$ cat src/rtl/seq_add_pkg.sv
// Shared types and defaults for the chunk-serial adder/subtractor.
package seq_add_pkg;

  localparam int DEF_WIDTH = 32;
  localparam int DEF_CHUNK = 8;

  typedef enum logic [1:0] {
    IDLE = 2'd0,
    BUSY = 2'd1,
    DONE = 2'd2
  } state_t;

endpackage

$ cat src/rtl/chunk_add.sv
// CHUNK-bit combinational adder slice; c_msb is the carry into the top bit.
module chunk_add
  import seq_add_pkg::*;
#(
  parameter int CHUNK = DEF_CHUNK
) (
  input  logic [CHUNK-1:0] a,
  input  logic [CHUNK-1:0] b,
  input  logic             cin,
  output logic [CHUNK-1:0] s,
  output logic             cout,
  output logic             c_msb
);

  always_comb begin
    {cout, s} = {1'b0, a} + {1'b0, b} + {{CHUNK{1'b0}}, cin};
    // Carry into the top bit falls out of the top-bit sum identity.
    c_msb = a[CHUNK-1] ^ b[CHUNK-1] ^ s[CHUNK-1];
  end

endmodule

$ cat src/rtl/seq_add_sub.sv
// Chunk-serial add/subtract: one CHUNK-bit slice per clock, valid/ready on both sides.
module seq_add_sub
  import seq_add_pkg::*;
#(
  parameter int WIDTH = DEF_WIDTH,
  parameter int CHUNK = DEF_CHUNK
) (
  input  logic             clk,
  input  logic             rst,
  input  logic [WIDTH-1:0] A,
  input  logic [WIDTH-1:0] B,
  input  logic             Sub,
  input  logic             in_valid,
  output logic             in_ready,
  output logic [WIDTH-1:0] Sum,
  output logic             Carry,
  output logic             OF,
  output logic             out_valid,
  input  logic             out_ready
);

  localparam int N  = WIDTH / CHUNK;
  localparam int CW = (N > 1) ? $clog2(N) : 1;

  if (WIDTH % CHUNK != 0) begin : g_bad_chunk
    $error("seq_add_sub: WIDTH must be a multiple of CHUNK");
  end

  state_t           state_q;
  logic [WIDTH-1:0] a_q, b_q, sum_q;
  logic             carry_q;
  logic [CW-1:0]    cnt_q;
  logic             carry_out_q, of_q, in_ready_q, out_valid_q;

  logic [CHUNK-1:0] c_s;
  logic             c_co, c_msb;
  logic             last;

  // Operands shift down each BUSY cycle so the slice adder always sees chunk 0.
  chunk_add #(.CHUNK(CHUNK)) u_chunk (
    .a     (a_q[CHUNK-1:0]),
    .b     (b_q[CHUNK-1:0]),
    .cin   (carry_q),
    .s     (c_s),
    .cout  (c_co),
    .c_msb (c_msb)
  );

  assign last = (cnt_q == CW'(N - 1));

  always_ff @(posedge clk) begin
    if (rst) begin
      state_q     <= IDLE;
      a_q         <= '0;
      b_q         <= '0;
      sum_q       <= '0;
      carry_q     <= 1'b0;
      cnt_q       <= '0;
      carry_out_q <= 1'b0;
      of_q        <= 1'b0;
      in_ready_q  <= 1'b1;
      out_valid_q <= 1'b0;
    end else begin
      case (state_q)
        IDLE: begin
          if (in_valid) begin
            a_q        <= A;
            b_q        <= B ^ {WIDTH{Sub}};
            carry_q    <= Sub;
            cnt_q      <= '0;
            in_ready_q <= 1'b0;
            state_q    <= BUSY;
          end
        end
        BUSY: begin
          a_q     <= a_q >> CHUNK;
          b_q     <= b_q >> CHUNK;
          // New slice enters at the top; after N cycles chunk i sits in place i.
          sum_q   <= (sum_q >> CHUNK) | (WIDTH'(c_s) << (WIDTH - CHUNK));
          carry_q <= c_co;
          cnt_q   <= cnt_q + CW'(1);
          if (last) begin
            carry_out_q <= c_co;
            of_q        <= c_msb ^ c_co;
            out_valid_q <= 1'b1;
            state_q     <= DONE;
          end
        end
        DONE: begin
          if (out_ready) begin
            out_valid_q <= 1'b0;
            in_ready_q  <= 1'b1;
            state_q     <= IDLE;
          end
        end
        default: begin
          out_valid_q <= 1'b0;
          in_ready_q  <= 1'b1;
          state_q     <= IDLE;
        end
      endcase
    end
  end

  assign in_ready  = in_ready_q;
  assign out_valid = out_valid_q;
  assign Sum       = sum_q;
  assign Carry     = carry_out_q;
  assign OF        = of_q;

endmodule

$ cat config.mk
export PLATFORM = sky130hd
export DESIGN_NAME = seq_add_sub
export DESIGN_NICKNAME = d
export VERILOG_FILES = /design/src/rtl/seq_add_pkg.sv /design/src/rtl/chunk_add.sv /design/src/rtl/seq_add_sub.sv
export SDC_FILE = /design/constraint.sdc
export NUM_CORES = 1
export LEC_CHECK = 0
export ABC_AREA = 1
export BUFFER_PORTS_ARGS = -buffer_cell sky130_fd_sc_hd__buf_4
export CAP_MARGIN = 15
export CELL_PAD_IN_SITES_DETAIL_PLACEMENT = 1
export CELL_PAD_IN_SITES_GLOBAL_PLACEMENT = 2
export CORE_MARGIN = 2
export CORE_UTILIZATION = 27
export DETAILED_ROUTE_END_ITERATION = 12
export PLACE_DENSITY = 0.75
export REMOVE_ABC_BUFFERS = 1
export SYNTH_ARGS = -nofsm -noshare
export SYNTH_HDL_FRONTEND = slang
export SYNTH_SLANG_ARGS = --single-unit
$ cat constraint.sdc
create_clock -name clk -period 1.8 [get_ports clk]
set_clock_uncertainty 0.15 [all_clocks]
set_input_delay 0.09 -clock clk [delete_from_list [all_inputs] [get_ports clk]]
set_output_delay 0.09 -clock clk [all_outputs]
set_load 0.01 [all_outputs]
==> results.txt <==
Clk_lat worst skew = 0.35 ns
GRT overflow = 0
Most frequent cell after synthesis = nand2_1
First-pass GRT wire length = 22,900 um
Die height = 136 um
Crit. Startpoint = carry_q
Critical path startpoint category = register
Port bufs = 104
Area leader, netlist = dfxtp_1
Post-synth top area share = 44.7%
Warnings, synthesis = 0
Core area = 17,200 um^2
Root Buffer = clkbuf_16
Sequential fraction of the synthesis area = 44.7%
Number of synthesized flops with an enable pin = 0
CP Capture Type = register
Top cells by count, synth = 157 x nand2_1, 105 x dfxtp_1, 60 x nor2_1
Worst hold margin = 0.0117 ns
CP arrival = 1.98 ns
CTS buffer count = 9
Routability cong. = 0.776
Max clock buf depth = 2
Most common cell on crit path = nand2_1
Pins over their slew limit = 0
Wire per inst = 13.8 um
Slowest cell delay on critical path = 0.35 ns
Rel. slew slack = 62.9%
Synth Instances = 620
LEAKAGE = 2.99 nW
Failing checks = negative setup slack
Antenna-violating nets left = 0
Die Area = 18,500 um^2
CTS tree = yes
Critical Path, Cell by Cell = fa_2 > inv_2 > fa_2 > nand3b_1 > nand2_2 > nand2_1 > nand2_1 > nand2_1 > a31oi_1
Final min period = 1.86 ns
Power Density = 869 nW/um^2
Number of H-tree levels = 3
Clock sink count = 105
Antenna Cells = 0
Chip Width = 136 um
Required time worst endpoint = 1.92 ns
Vias per cell = 4.57
Crit Path Class = reg -> reg
Final HPWL from detailed placement = 8950 um
R2R Setup Slk = -0.06 ns
GRT Total Usage = 15.6%
Drt total wl = 13,800 um
Final setup violation count = 4
Worst-margin pin slew = 0.557 ns
DR iter-0 viols = 145
Final nets = 847
Final worst slack = -0.0583 ns
CP Buf/Inv Count = 1
Final Power = 0.00577 W
Mapped Area = 4700 um^2
Syn avg cell area = 7.59 um^2
RSZ-0062 raised after global routing = yes
CP max stage cell = dfxtp_2
Largest net degree at the start of global routing = 62
Initial Util = 27.4%
Residual DRC = 0
Via count = 4,559
Std cell rows = 48
Critical Path End = carry_q
CP max FO = 4
Area growth, synth to finish = 41.3%
Clock Pin Slew Worst Setup and Hold Paths = 0.07 ns
Fmax = 0.538 GHz
RR Endpoint = carry_q
Ports = 105
FF-to-FF Start = carry_q
Share of cells above drive strength 1 = 19.8%
Worst reg2reg path depth = 9
Synth Register Bits = 105
CP delay by family, top = adder cells
MaxCap Viol Count = 0
Initial antenna violation count = 0
Synth top area cells = dfxtp_1 45%, nand2_1 13%, a21oi_1 5.0%, nor2_1 4.8%, inv_1 4.6%
Outcome = finished, violations left
Period utilization = 103%
Peak supply drop = 0.455 mV
Hold Violations, Final = 0
Vias in the first global route = 4,639
Post-synthesis async set-or-reset flop share = 0%
Count of different cell masters after synthesis = 28
Synth Flop Type = dfxtp_1
Stages on worst setup path = 9
Worst hold-check path type = in -> reg
DR pass1 iterations = 4
-- worst reg2reg max path: stages, from the launching register on --
cell	delay [ns]
dfxtp_2	0.35
fa_2	0.22
inv_2	0.04
fa_2	0.33
nand3b_1	0.20
nand2_2	0.14
nand2_1	0.06
nand2_1	0.07
nand2_1	0.06
a31oi_1	0.15
-- cell type report --
| cell class | instances | area (um^2) |
|---|---|---|
| clock buffers | 12 | 246 |
| clock inverters | 3 | 65.1 |
| fillers | 2102 | 10500 |
| inverters | 63 | 239 |
| multi-input cells | 412 | 2190 |
| flip-flops and latches | 105 | 2110 |
| well taps | 225 | 282 |
| repair buffers | 177 | 1520 |
-- per-layer routing --
layer / global-route usage, % / vias up / part of all wire, %
met2: 27.0 / 75 / 48
met4: 5.44 / 0 / 1.6
li1: - / 2299 / -
met5: 0 / - / 0
met3: 2.27 / 14 / 2.6
met1: 19.8 / 2171 / 47
-- registers in the layout (all words and copies together) (netlist names) --
register	flops
Carry	1
OF	1
Sum	32
a_q	32
b_q	32
carry_q	1
cnt_q	2
in_ready	1
out_valid	1
state_q	2
-- stage by stage --
stage | util, % | worst slack, ns | TNS, ns | cell area, um^2 | instances
6_report | 38.7 | -0.0583 | -0.207 | 6650 | 997
5_1_grt | 38.7 | -0.173 | -0.777 | 6650 | 997
4_1_cts | 38.6 | -0.0746 | -0.178 | 6620 | 996
3_5_place_dp | 33.4 | -0.151 | -0.544 | 5740 | 925
3_3_place_gp | 33.4 | -0.0824 | -0.248 | 5740 | 925
2_1_floorplan | - | -1.04 | -62.21 | 4500 | 580
-- kinds of logic (layout without fill, tap and decap cells) --
logic type                 count (synthesis)  count (layout)  share of synthesized area [%]
xor gates and xnor gates                  34              34                           6.33
buffers and inverters                    103             255                           9.42
and+or+nand+nor                          233             233                           19.2
AOI/OAI and AO/OA                        135             135                           17.3
adders and majority gates                 10              10                           2.98
DFF                                      105             105                           44.7
-- cells in the final DEF, fill, tap and decap left out, types with 3 or more instances in the layout --
cell type and count:
a22oi_1 23, o21ai_1 7, xnor2_1 24, buf_4 117, ha_1 8, buf_12 4
dfxtp_2 4, nand2_1 154, dfxtp_1 101, o221ai_1 17, nand3_1 12, o211ai_1 3
a21oi_1 45, xor2_1 10, nor2_1 60, a31oi_1 9, dlygate4sd3_1 56, inv_1 57
inv_2 4, nand2_2 3, o21ai_0 29, clkbuf_16 9
-- worst min-delay path by stage --
stage	start	end	slack, ns	depth (start not counted)
finish	B[19]	b_q[19]	0.01	5
global route	B[19]	b_q[19]	0.03	5
CTS	B[19]	b_q[19]	0.0007	5
detailed placement	A[28]	a_q[28]	0.21	3
global placement	A[27]	a_q[27]	0.21	3
floorplan	rst	a_q[0]	0.009	1
-- timing repair --
item                                    in CTS  in global routing
endpoints found under the hold margin       55                  0
endpoints found under the setup margin       5                 12
pin swaps                                    4                  4
setup buffers                                0                  1
hold buffers                                56                  0
gates resized for setup                      8                  5
-- power by group --
part           switching [W]  leakage, nW  total [W]  internal, W
Combinational       0.000549         1.98    0.00107     0.000520
Sequential          0.000102        0.864    0.00260      0.00250
Clock               0.000859        0.153    0.00211      0.00125
Total                0.00151         2.99    0.00577      0.00426
Power figures use the tool's default switching activity.
